<file path="src/rtl/salsa20_keystream_ctrl.sv">
// Salsa20 block sequencer and keystream XOR stage for a valid/ready byte stream.
// Define SALSA20_KEY128_EN to add the key128 input (16-byte key expansion).
module salsa20_keystream_ctrl #(
  parameter int unsigned DOUBLE_ROUNDS = 10
) (
  input  logic        clk,
  input  logic        rst,
  input  logic        init,
  input  logic [7:0]  key [0:31],
  input  logic [7:0]  nonce [0:7],
  input  logic [63:0] ctr_init,
`ifdef SALSA20_KEY128_EN
  input  logic        key128,
`endif
  output logic        hash_start,
  output logic [3:0]  hash_rounds,
  output logic [7:0]  hash_x [0:63],
  input  logic        hash_valid,
  input  logic [7:0]  hash_z [0:63],
  input  logic        din_valid,
  output logic        din_ready,
  input  logic [7:0]  din,
  output logic        dout_valid,
  input  logic        dout_ready,
  output logic [7:0]  dout,
  output logic [63:0] block_ctr,
  output logic        busy
);

  typedef enum logic [1:0] {IDLE, START, WAIT, STREAM} state_t;

  state_t      state, state_next;
  logic [7:0]  key_r [0:31];
  logic [7:0]  nonce_r [0:7];
  logic [7:0]  ks [0:63];
  logic [5:0]  idx;
  logic        accept;
  logic        last;
  logic        k16;
  logic [31:0] c0, c1, c2, c3;

`ifdef SALSA20_KEY128_EN
  logic key128_r;
  assign k16 = key128_r;
`else
  assign k16 = 1'b0;
`endif

  assign hash_rounds = 4'(DOUBLE_ROUNDS);
  assign hash_start  = (state == START);
  assign busy        = (state != IDLE);
  assign din_ready   = (state == STREAM) && (!dout_valid || dout_ready);
  assign accept      = din_valid && din_ready;
  assign last        = (idx == 6'd63);

  // Hash input block: 16 little-endian words built from the latched key material.
  always_comb begin
    c0 = 32'h61707865;
    c1 = k16 ? 32'h3120646e : 32'h3320646e;
    c2 = k16 ? 32'h79622d36 : 32'h79622d32;
    c3 = 32'h6b206574;
    for (int unsigned i = 0; i < 4; i++) begin
      hash_x[i]      = c0[8*i +: 8];
      hash_x[20 + i] = c1[8*i +: 8];
      hash_x[40 + i] = c2[8*i +: 8];
      hash_x[60 + i] = c3[8*i +: 8];
    end
    for (int unsigned i = 0; i < 16; i++) begin
      hash_x[4 + i]  = key_r[i];
      hash_x[44 + i] = k16 ? key_r[i] : key_r[16 + i];
    end
    for (int unsigned i = 0; i < 8; i++) begin
      hash_x[24 + i] = nonce_r[i];
      hash_x[32 + i] = block_ctr[8*i +: 8];
    end
  end

  always_ff @(posedge clk) begin
    if (rst) state <= IDLE;
    else     state <= state_next;
  end

  always_comb begin
    state_next = state;
    case (state)
      IDLE:    state_next = IDLE;
      START:   state_next = WAIT;
      WAIT:    if (hash_valid) state_next = STREAM;
      STREAM:  if (accept && last) state_next = START;
      default: state_next = IDLE;
    endcase
    if (init) state_next = START;
  end

  // init outranks a same-cycle byte acceptance, so that beat is dropped.
  always_ff @(posedge clk) begin
    if (rst) begin
      idx        <= '0;
      dout_valid <= 1'b0;
      dout       <= '0;
      block_ctr  <= '0;
    end else if (init) begin
      key_r      <= key;
      nonce_r    <= nonce;
      block_ctr  <= ctr_init;
      idx        <= '0;
      dout_valid <= 1'b0;
`ifdef SALSA20_KEY128_EN
      key128_r   <= key128;
`endif
    end else begin
      if (state == WAIT && hash_valid) begin
        ks  <= hash_z;
        idx <= '0;
      end
      if (accept) begin
        dout       <= din ^ ks[idx];
        dout_valid <= 1'b1;
        idx        <= idx + 6'd1;
        if (last) block_ctr <= block_ctr + 64'd1;
      end else if (dout_ready) begin
        dout_valid <= 1'b0;
      end
    end
  end

endmodule
</file>
<file path="config.mk">
export PLATFORM = sky130hd
export DESIGN_NAME = salsa20_keystream_ctrl
export DESIGN_NICKNAME = d
export VERILOG_FILES = /design/src/rtl/salsa20_keystream_ctrl.sv
export SDC_FILE = /design/constraint.sdc
export NUM_CORES = 1
export LEC_CHECK = 0
export ABC_CLOCK_PERIOD_IN_PS = 72800
export CAP_MARGIN = 20
export CORE_AREA = 2 2 585 587
export DETAILED_ROUTE_END_ITERATION = 10
export DIE_AREA = 0 0 587 589
export PLACE_DENSITY_LB_ADDON = 0.2
export SLEW_MARGIN = 40
export SYNTH_ARGS = -nofsm -noshare
export SYNTH_HDL_FRONTEND = slang
export SYNTH_SLANG_ARGS = --single-unit
</file>
<file path="constraint.sdc">
create_clock -name clk -period 72.8 [get_ports clk]
set_clock_uncertainty 0.05 [all_clocks]
set_input_delay 14.56 -clock clk [delete_from_list [all_inputs] [get_ports clk]]
set_output_delay 14.56 -clock clk [all_outputs]
set_load 0.02 [all_outputs]
</file>
==> tab_implementation.tex, run 1 <==
\begin{tabular}{lr}
\hline
Metric & Value \\
\hline
\multicolumn{2}{l}{\textbf{Pwr}} \\
\quad Leakage power total & 17.8 nW \\
\quad Cell internal power dissipation & 1.00 mW \\
\quad Psw & 318 uW \\
\quad Pwr per Cell Area & 22.8 nW/um\^{}2 \\
\quad Share of power burned in registers & 45.6\% \\
\quad Overall power consumption & 1.32 mW \\
\quad Power share of the combinational group & 10.0\% \\
\quad Worst vdd rail ir drop & 0.0203 mV \\
\quad Clk network pwr share & 44.4\% \\
\quad Net switching share of the total power & 24.1\% \\
\multicolumn{2}{l}{\textbf{Status}} \\
\quad Status & completed \\
\multicolumn{2}{l}{\textbf{Yosys}} \\
\quad Main combinational cell family by area after synthesis & multiplexers \\
\quad Adder-cell area share of the yosys netlist & 0.212\% \\
\quad Simple-Gate Fraction of Synth Area & 4.77\% \\
\quad Share of the synthesized area in compound gates (AO/OA/AOI/OAI) & 4.73\% \\
\quad Seq cells post-synth & 913 \\
\quad Most used flip-flop cell after synthesis & edfxtp\_1 \\
\quad Synthesized area per cell & 17.4 sq um \\
\quad Number of synthesis warnings & 0 \\
\quad Count of cell types in the netlist & 59 \\
\quad Part of the Yosys area used for sequential elements & 75.1\% \\
\quad Fraction of synthesized cell area taken by the top area cell type & 70.5\% \\
\quad Number of enable-type register cells in the synthesized netlist & 832 \\
\quad Post-Syn Area & 35400 sq um \\
\quad Cells taking the most area after synthesis & edfxtp\_1 (71\%), mux4\_2 (5.1\%), dfxtp\_1 (4.6\%), buf\_4 (4.3\%), mux2i\_1 (2.6\%) \\
\quad Share of synthesized flip-flops with an asynchronous set or reset & 0\% \\
\quad Multiplexer share of the synthesized area & 8.19\% \\
\quad Synth Area in XOR/XNOR & 1.21\% \\
\quad Gate count of the mapped netlist & 2034 \\
\quad Area leader, netlist & edfxtp\_1 \\
\multicolumn{2}{l}{\textbf{Finish}} \\
\quad Fraction of final layout cells with drive strength greater than 1 & 9.67\% \\
\quad Count of nets after finishing & 4336 \\
\quad Number of fill cells & 37108 \\
\quad Leading cell types in the layout, fill and taps excluded & clkdlybuf4s50\_1 (1364), edfxtp\_1 (832), conb\_1 (132), clkbuf\_16 (121), mux2i\_1 (92) \\
\quad Growth of design area from synthesis to finish & 63.5\% \\
\quad Final cell count without fillers & 8124 \\
\quad Final design utilization & 17.1\% \\
\quad Most common cell after layout, fill and taps aside & clkdlybuf4s50\_1 \\
\multicolumn{2}{l}{\textbf{Clock network}} \\
\quad Maximum buffer depth of the clock tree & 4 \\
\quad Clock root buffer master & clkbuf\_16 \\
\quad Number of buffers inserted during clock tree synthesis & 120 \\
\quad Post-CTS setup-driven buffer insertion count & 0 \\
\quad CTS tree & built \\
\quad Clk slew on worst S/H paths & 60 ps \\
\quad \# resized after CTS & 0 \\
\quad H-tree depth & 3 \\
\quad Clock network latency to the later pin of the worst-skew pair & 870 ps \\
\quad Clock Sink Count & 913 \\
\quad Hold bufs inserted after CTS & 0 \\
\multicolumn{2}{l}{\textbf{Detailed routing}} \\
\quad Met2 routed wirelength & 116000 um \\
\quad Met3 routed wirelength & 19400 um \\
\quad Initial DRT Pass Iterations & 5 \\
\quad Average routed wire per standard cell & 26.1 um \\
\quad Number of vias per cell after detailed routing & 3.00 \\
\quad Remaining design rule violation count & 0 \\
\quad Vias after detailed routing & 24346 \\
\quad Iteration-0 DRC Markers & 1422 \\
\quad M1 WL & 69800 um \\
\quad Wire length reported by the detailed router & 212000 um \\
\quad Top routing layer in use & met5 \\
\quad Remaining number of nets flagged by the antenna check after routing & 0 \\
\multicolumn{2}{l}{\textbf{Global routing}} \\
\quad Antenna violations before repair & 264 \\
\quad Via count of the first global-routing pass & 25203 \\
\quad Gr ovfl total & 0 \\
\quad Total routing usage reported by global routing & 11.8\% \\
\quad Global-route wire length before repair & 267000 um \\
\quad Largest net degree at the start of global routing & 106 \\
\multicolumn{2}{l}{\textbf{Critical path}} \\
\quad Worst endpoint required time & 58190 ps \\
\quad Sort of element at the start of the critical path & input port \\
\quad Reg2Reg Depth & 9 \\
\quad Critical path cell sequence & clkdlybuf4s50\_1, nand2b\_1, and2\_1, clkdlybuf4s50\_1 \\
\quad Largest delay share family, worst path & buffers and inverters \\
\quad Type of the setup path with the least slack & input port to output pin \\
\quad Maximum net fanout on the critical path & 4 \\
\quad Buffers plus inverters on the worst setup path & 2 \\
\quad Arrival time at the worst endpoint & 15970 ps \\
\quad Critical R2R Launch & idx[1] \\
\quad Capturing element type of the critical path & output pin \\
\quad Worst reg2reg path endpoint & dout[5] \\
\quad CP max-delay cell & clkdlybuf4s50\_1 \\
\quad Reg-to-reg slack, setup & 68460 ps \\
\quad Slowest cell delay on critical path & 610 ps \\
\quad Cell repeated most along the worst path & clkdlybuf4s50\_1 \\
\multicolumn{2}{l}{\textbf{Hold path}} \\
\quad Min-delay worst type & flip-flop to flip-flop \\
\quad Hold wc startpoint & dout[6] \\
\quad Hold worst-path end & dout[6] \\
\quad Number of stages on the worst hold path & 1 \\
\multicolumn{2}{l}{\textbf{Place}} \\
\quad Post-place setup slack & 42200 ps \\
\quad Quantity of I/O buffers inserted on ports & 1369 \\
\quad DP Wirelength & 178000 um \\
\quad Placed Cells incl. Taps & 7834 \\
\quad Placer's final routability congestion estimate & 0.777 \\
\multicolumn{2}{l}{\textbf{Die}} \\
\quad Die boundary height & 589 um \\
\quad Die boundary width & 587 um \\
\quad Floorplan Core Area & 339000 sq um \\
\quad I/O Pins & 1502 \\
\quad Cell Rows & 214 \\
\quad Die area & 346000 sq um \\
\quad Effective utilization at floorplan & 10.4\% \\
\multicolumn{2}{l}{\textbf{STA}} \\
\quad Portion of the clock cycle consumed by the worst path in the final layout & 42.0\% \\
\quad Final critical path time including I/O delays and setup & 30580 ps \\
\quad Fin worst setup slack & 42220 ps \\
\quad Setup repair after global routing missed its margin & false \\
\quad Slew @ Worst Pin & 878 ps \\
\quad Highest Clock Rate & 32.7 MHz \\
\quad Count of final setup violators & 0 \\
\quad Sum of negative setup slack & 0 ps \\
\quad Max-slew headroom at the worst pin & 41.4\% \\
\quad Count of endpoints failing hold in the final timing report & 0 \\
\quad Final count of pins violating max slew & 0 \\
\multicolumn{2}{l}{\textbf{Run}} \\
\quad Count of max-cap constraint violations & 0 \\
\hline
\end{tabular}
stage by stage:
stage | hold WS (ps) | cell area, sq um
2_1_floorplan | 488 | 35900
3_3_place_gp | 415 | 53800
3_5_place_dp | 414 | 54000
4_1_cts | 440 | 57700
5_1_grt | 455 | 57800
6_report | 429 | 57900
Yosys cell counts (22+ instances only):
master    count
edfxtp_1    832
buf_4       205
mux2i_1      92
nand2_1      83
dfxtp_1      81
mux4_2       80
clkbuf_1     57
nor2_1       50
xnor2_1      45
o21ai_0      43
a21oi_1      41
o22ai_1      37
nand4_1      30
a22oi_1      28
a211oi_1     27
nor3_1       26
nand3_1      24
nor4_1       23
and2_1       22
inv_1        22
cell type report:
type                       instances  area, sq um  share of cell area, %
antenna                           73          183                  0.315
clock buffer                     162         3250                   5.61
clock inverter                    55          528                  0.911
inverter                          22         85.1                  0.147
multi-input combinational        940         7380                   12.7
sequential                       913        26600                   46.0
tap                             4536         5680                   9.80
timing repair buffer            1423        14200                   24.5
state kept, by name, summed over array words and instances, names as in the netlist:
| signal | count |
|---|---|
| block_ctr | 64 |
| dout | 8 |
| dout_valid | 1 |
| hash_x | 320 |
| idx | 6 |
| ks | 512 |
| state | 2 |
power by group through the flow:
stage               registers [mW]  logic (mW)  clock network, mW
global placement             0.613       0.134                  0
floorplan                    0.630      0.0272                  0
finish                       0.602       0.132              0.585
CTS                          0.602       0.134              0.615
detailed placement           0.613       0.134                  0
global route                 0.603       0.139              0.629
logic make-up after synthesis:
kind of cell / Yosys count
flops: 913
fa+ha+maj: 6
xor+xnor: 49
buf+inv: 311
simple gates: 321
compound gates: 252
mux: 180
other cells: 2
worst max-delay path by stage:
stage / startpoint / endpoint / slack [ps] / depth (start not counted)
2_1_floorplan: rst / ks[0] / 34820 / 5
3_3_place_gp: dout_ready / din_ready / 42100 / 4
3_5_place_dp: dout_ready / din_ready / 42200 / 4
4_1_cts: dout_ready / din_ready / 42200 / 4
5_1_grt: dout_ready / din_ready / 42130 / 4
6_report: dout_ready / din_ready / 42220 / 4
layer usage:
layer / vias to the layer above / track usage, %
li1: 10563 / -
met1: 11762 / 11.2
met2: 1369 / 23.2
met3: 512 / 4.88
met4: 140 / 3.07
met5: - / 0
(Power assumes the default switching activity.)
==> run 2: changes to the inputs <==
Settings changed: ABC_CLOCK_PERIOD_IN_PS 72800 to 30300, CORE_AREA 2 2 585 587 to 2 2 587 589, DIE_AREA 0 0 587 589 to 0 0 589 591.
Clock period 72.8 ns to 30.3 ns, I/O delays scaled along.
==> run 2 against run 1 <==
Via count rose by 0.53%. Clock power rose by 140%. Cell count fell by 0.43%. Sequential share of layout area grew 0.16 points. Final area decreased by 0.33%. Setup slack worse by 26000 ps. Critical endpoint unchanged.
==> tab_implementation.tex, run 2 (synthesized netlist as in run 1, its figures left out) <==
\begin{tabular}{lr}
\hline
Metric & Value \\
\hline
\multicolumn{2}{l}{\textbf{Status}} \\
\quad Status & completed (unchanged) \\
\multicolumn{2}{l}{\textbf{Pwr}} \\
\quad Overall power consumption & 3.17 mW (was 1.32 mW) \\
\quad Pwr per Cell Area & 55.0 nW/um\^{}2 (was 22.8 nW/um\^{}2) \\
\quad Worst vdd rail ir drop & 0.0547 mV (was 0.0203 mV) \\
\quad Leakage power total & 17.8 nW (about the same) \\
\multicolumn{2}{l}{\textbf{Critical path}} \\
\quad Largest delay share family, worst path & buffers and inverters (unchanged) \\
\quad Worst endpoint required time & 24190 ps (was 58190 ps) \\
\quad Slowest cell delay on critical path & 610 ps (about the same) \\
\quad CP max-delay cell & clkdlybuf4s50\_1 (unchanged) \\
\quad Reg2Reg Depth & 9 (unchanged) \\
\quad Sort of element at the start of the critical path & input port (unchanged) \\
\quad Critical path cell sequence & clkdlybuf4s50\_1, nand2b\_1, and2\_1, clkdlybuf4s50\_1 (unchanged) \\
\quad Capturing element type of the critical path & output pin (unchanged) \\
\quad Type of the setup path with the least slack & input port to output pin (unchanged) \\
\quad Arrival time at the worst endpoint & 7480 ps (was 15970 ps) \\
\quad Cell repeated most along the worst path & clkdlybuf4s50\_1 (unchanged) \\
\quad Number of logic stages on the critical path including buffering & 4 (unchanged) \\
\quad Buffers plus inverters on the worst setup path & 2 (unchanged) \\
\quad Maximum net fanout on the critical path & 4 (unchanged) \\
\multicolumn{2}{l}{\textbf{Die}} \\
\quad Effective utilization at floorplan & 10.4\% (about the same) \\
\quad Die area & 348000 sq um (was 346000 sq um) \\
\quad Floorplan Core Area & 342000 sq um (was 339000 sq um) \\
\quad Cell Rows & 215 (was 214) \\
\quad I/O Pins & 1502 (unchanged) \\
\quad Die boundary width & 589 um (was 587 um) \\
\quad Die boundary height & 591 um (was 589 um) \\
\multicolumn{2}{l}{\textbf{Finish}} \\
\quad Area of the multi-input gates & 7440 sq um (was 7380 sq um) \\
\quad Number of fill cells & 37380 (was 37108) \\
\quad Flip-flop count of the largest register after layout & 512 (unchanged) \\
\quad Footprint of the flip-flops and latches & 26600 sq um (about the same) \\
\quad Largest reg by FF count & ks (unchanged) \\
\quad Most common cell after layout, fill and taps aside & clkdlybuf4s50\_1 (unchanged) \\
\quad Growth of design area from synthesis to finish & 63.0\% (was 63.5\%) \\
\quad Count of nets after finishing & 4322 (was 4336) \\
\quad Fraction of final layout cells with drive strength greater than 1 & 9.32\% (was 9.67\%) \\
\quad Leading cell types in the layout, fill and taps excluded & clkdlybuf4s50\_1 (1366), edfxtp\_1 (832), conb\_1 (132), clkbuf\_16 (120), mux2i\_1 (92) (was clkdlybuf4s50\_1 (1364), edfxtp\_1 (832), conb\_1 (132), clkbuf\_16 (121), mux2i\_1 (92)) \\
\quad Final cell count without fillers & 8089 (was 8124) \\
\multicolumn{2}{l}{\textbf{Global routing}} \\
\quad Largest net degree at the start of global routing & 132 (was 106) \\
\quad Global-route wire length before repair & 268000 um (was 267000 um) \\
\quad Antenna violations before repair & 231 (was 264) \\
\quad Via count of the first global-routing pass & 25131 (was 25203) \\
\quad Total routing usage reported by global routing & 11.8\% (about the same) \\
\quad Gr ovfl total & 0 (unchanged) \\
\multicolumn{2}{l}{\textbf{Detailed routing}} \\
\quad Remaining design rule violation count & 0 (unchanged) \\
\quad Remaining number of nets flagged by the antenna check after routing & 0 (unchanged) \\
\quad Iteration-0 DRC Markers & 1530 (was 1422) \\
\quad Initial DRT Pass Iterations & 5 (unchanged) \\
\quad Average routed wire per standard cell & 26.3 um (was 26.1 um) \\
\quad Number of vias per cell after detailed routing & 3.03 (was 3.00) \\
\quad Wire length reported by the detailed router & 213000 um (was 212000 um) \\
\quad Vias after detailed routing & 24474 (was 24346) \\
\multicolumn{2}{l}{\textbf{Hold path}} \\
\quad Min-delay worst type & flip-flop to flip-flop (unchanged) \\
\quad Number of stages on the worst hold path & 1 (unchanged) \\
\multicolumn{2}{l}{\textbf{Clock network}} \\
\quad \# resized after CTS & 0 (unchanged) \\
\quad Clock network latency to the later pin of the worst-skew pair & 890 ps (was 870 ps) \\
\quad Clock root buffer master & clkbuf\_16 (unchanged) \\
\quad Hold bufs inserted after CTS & 0 (unchanged) \\
\quad Clk slew on worst S/H paths & 60 ps (about the same) \\
\quad Post-CTS setup-driven buffer insertion count & 0 (unchanged) \\
\quad H-tree depth & 3 (unchanged) \\
\quad Maximum buffer depth of the clock tree & 4 (unchanged) \\
\quad Clock Sink Count & 913 (unchanged) \\
\quad Number of buffers inserted during clock tree synthesis & 119 (was 120) \\
\quad CTS tree & built (unchanged) \\
\multicolumn{2}{l}{\textbf{STA}} \\
\quad Fin worst setup slack & 16710 ps (was 42220 ps) \\
\quad Slew @ Worst Pin & 884 ps (was 878 ps) \\
\quad Final critical path time including I/O delays and setup & 13590 ps \\
\quad Highest Clock Rate & 73.6 MHz \\
\quad Max-slew headroom at the worst pin & 41.1\% (was 41.4\%) \\
\quad Count of endpoints failing hold in the final timing report & 0 (unchanged) \\
\quad Final count of pins violating max slew & 0 (unchanged) \\
\quad Portion of the clock cycle consumed by the worst path in the final layout & 44.8\% \\
\quad Count of final setup violators & 0 (unchanged) \\
\quad Sum of negative setup slack & 0 ps (unchanged) \\
\quad Setup repair after global routing missed its margin & false (unchanged) \\
\multicolumn{2}{l}{\textbf{Place}} \\
\quad DP Wirelength & 178000 um (about the same) \\
\quad Placed Cells incl. Taps & 7842 (was 7834) \\
\quad Quantity of I/O buffers inserted on ports & 1369 (unchanged) \\
\quad Post-place setup slack & 16700 ps (was 42200 ps) \\
\quad Placer's final routability congestion estimate & 0.830 (was 0.777) \\
\multicolumn{2}{l}{\textbf{Run}} \\
\quad Count of max-cap constraint violations & 0 (unchanged) \\
\hline
\end{tabular}
==> run 2: cell types whose count changed in the layout (fill, tap and decap cells not counted), sizes merged <==
cell / previous run / this run
buf: 59 / 44
bufinv: 8 / 10
clkbuf: 162 / 149
clkdlybuf4s50: 1364 / 1366
clkinv: 41 / 51
clkinvlp: 4 / 0
diode: 73 / 33
inv: 24 / 26
==> run 2: per-layer routing <==
metal  share of wire [%]  global-route usage, %  up-vias
met5                0.48                      0        -
met4                 2.3                   2.16      160
met3                 9.4                   4.99      516
met2                  53                   22.4     1355
met1                  35                   12.0    11964
li1                    -                      -    10479
==> run 2: layout make-up <==
type | instances | share of cell area [%]
Sequential cell | 913 | 46.1
Timing Repair Buffer | 1410 | 24.3
Clock buffer | 149 | 5.44
Clock inverter | 65 | 1.06
Multi-Input combinational cell | 940 | 12.9
Tap cell | 4557 | 9.88
Antenna cell | 33 | 0.143
Inverter | 22 | 0.147
==> run 2: stage by stage <==
stage,hold slack (ps),cell area [sq um],utilization [%]
final,420,57700,16.9
after floorplan,488,35900,-
after global placement,411,53800,15.7
after detailed placement,408,53900,15.8
after global routing,453,57700,16.9
after CTS,426,57600,16.9
==> run 2: path summary, 6_finish.rpt <==
kind              start   endpoint  slack [ps]
min             dout[6]    dout[6]         420
min reg2reg     dout[6]    dout[6]         420
max          dout_ready  din_ready       16710
max reg2reg    state[0]    ks[426]       25600
==> run 2: where the power goes <==
group	internal, mW	total (mW)	switching, mW
logic	0.173	0.321	0.148
clock network	0.814	1.40	0.589
registers	1.42	1.45	0.0338
==> run 2: worst reg2reg max path, delay by kind of cell, from the launching register on <==
kind                       cells  cell delay [ps]
adders and majority gates      1              190
buffers and inverters          6             3490
DFF                            1              340
and+or+nand+nor                2              210
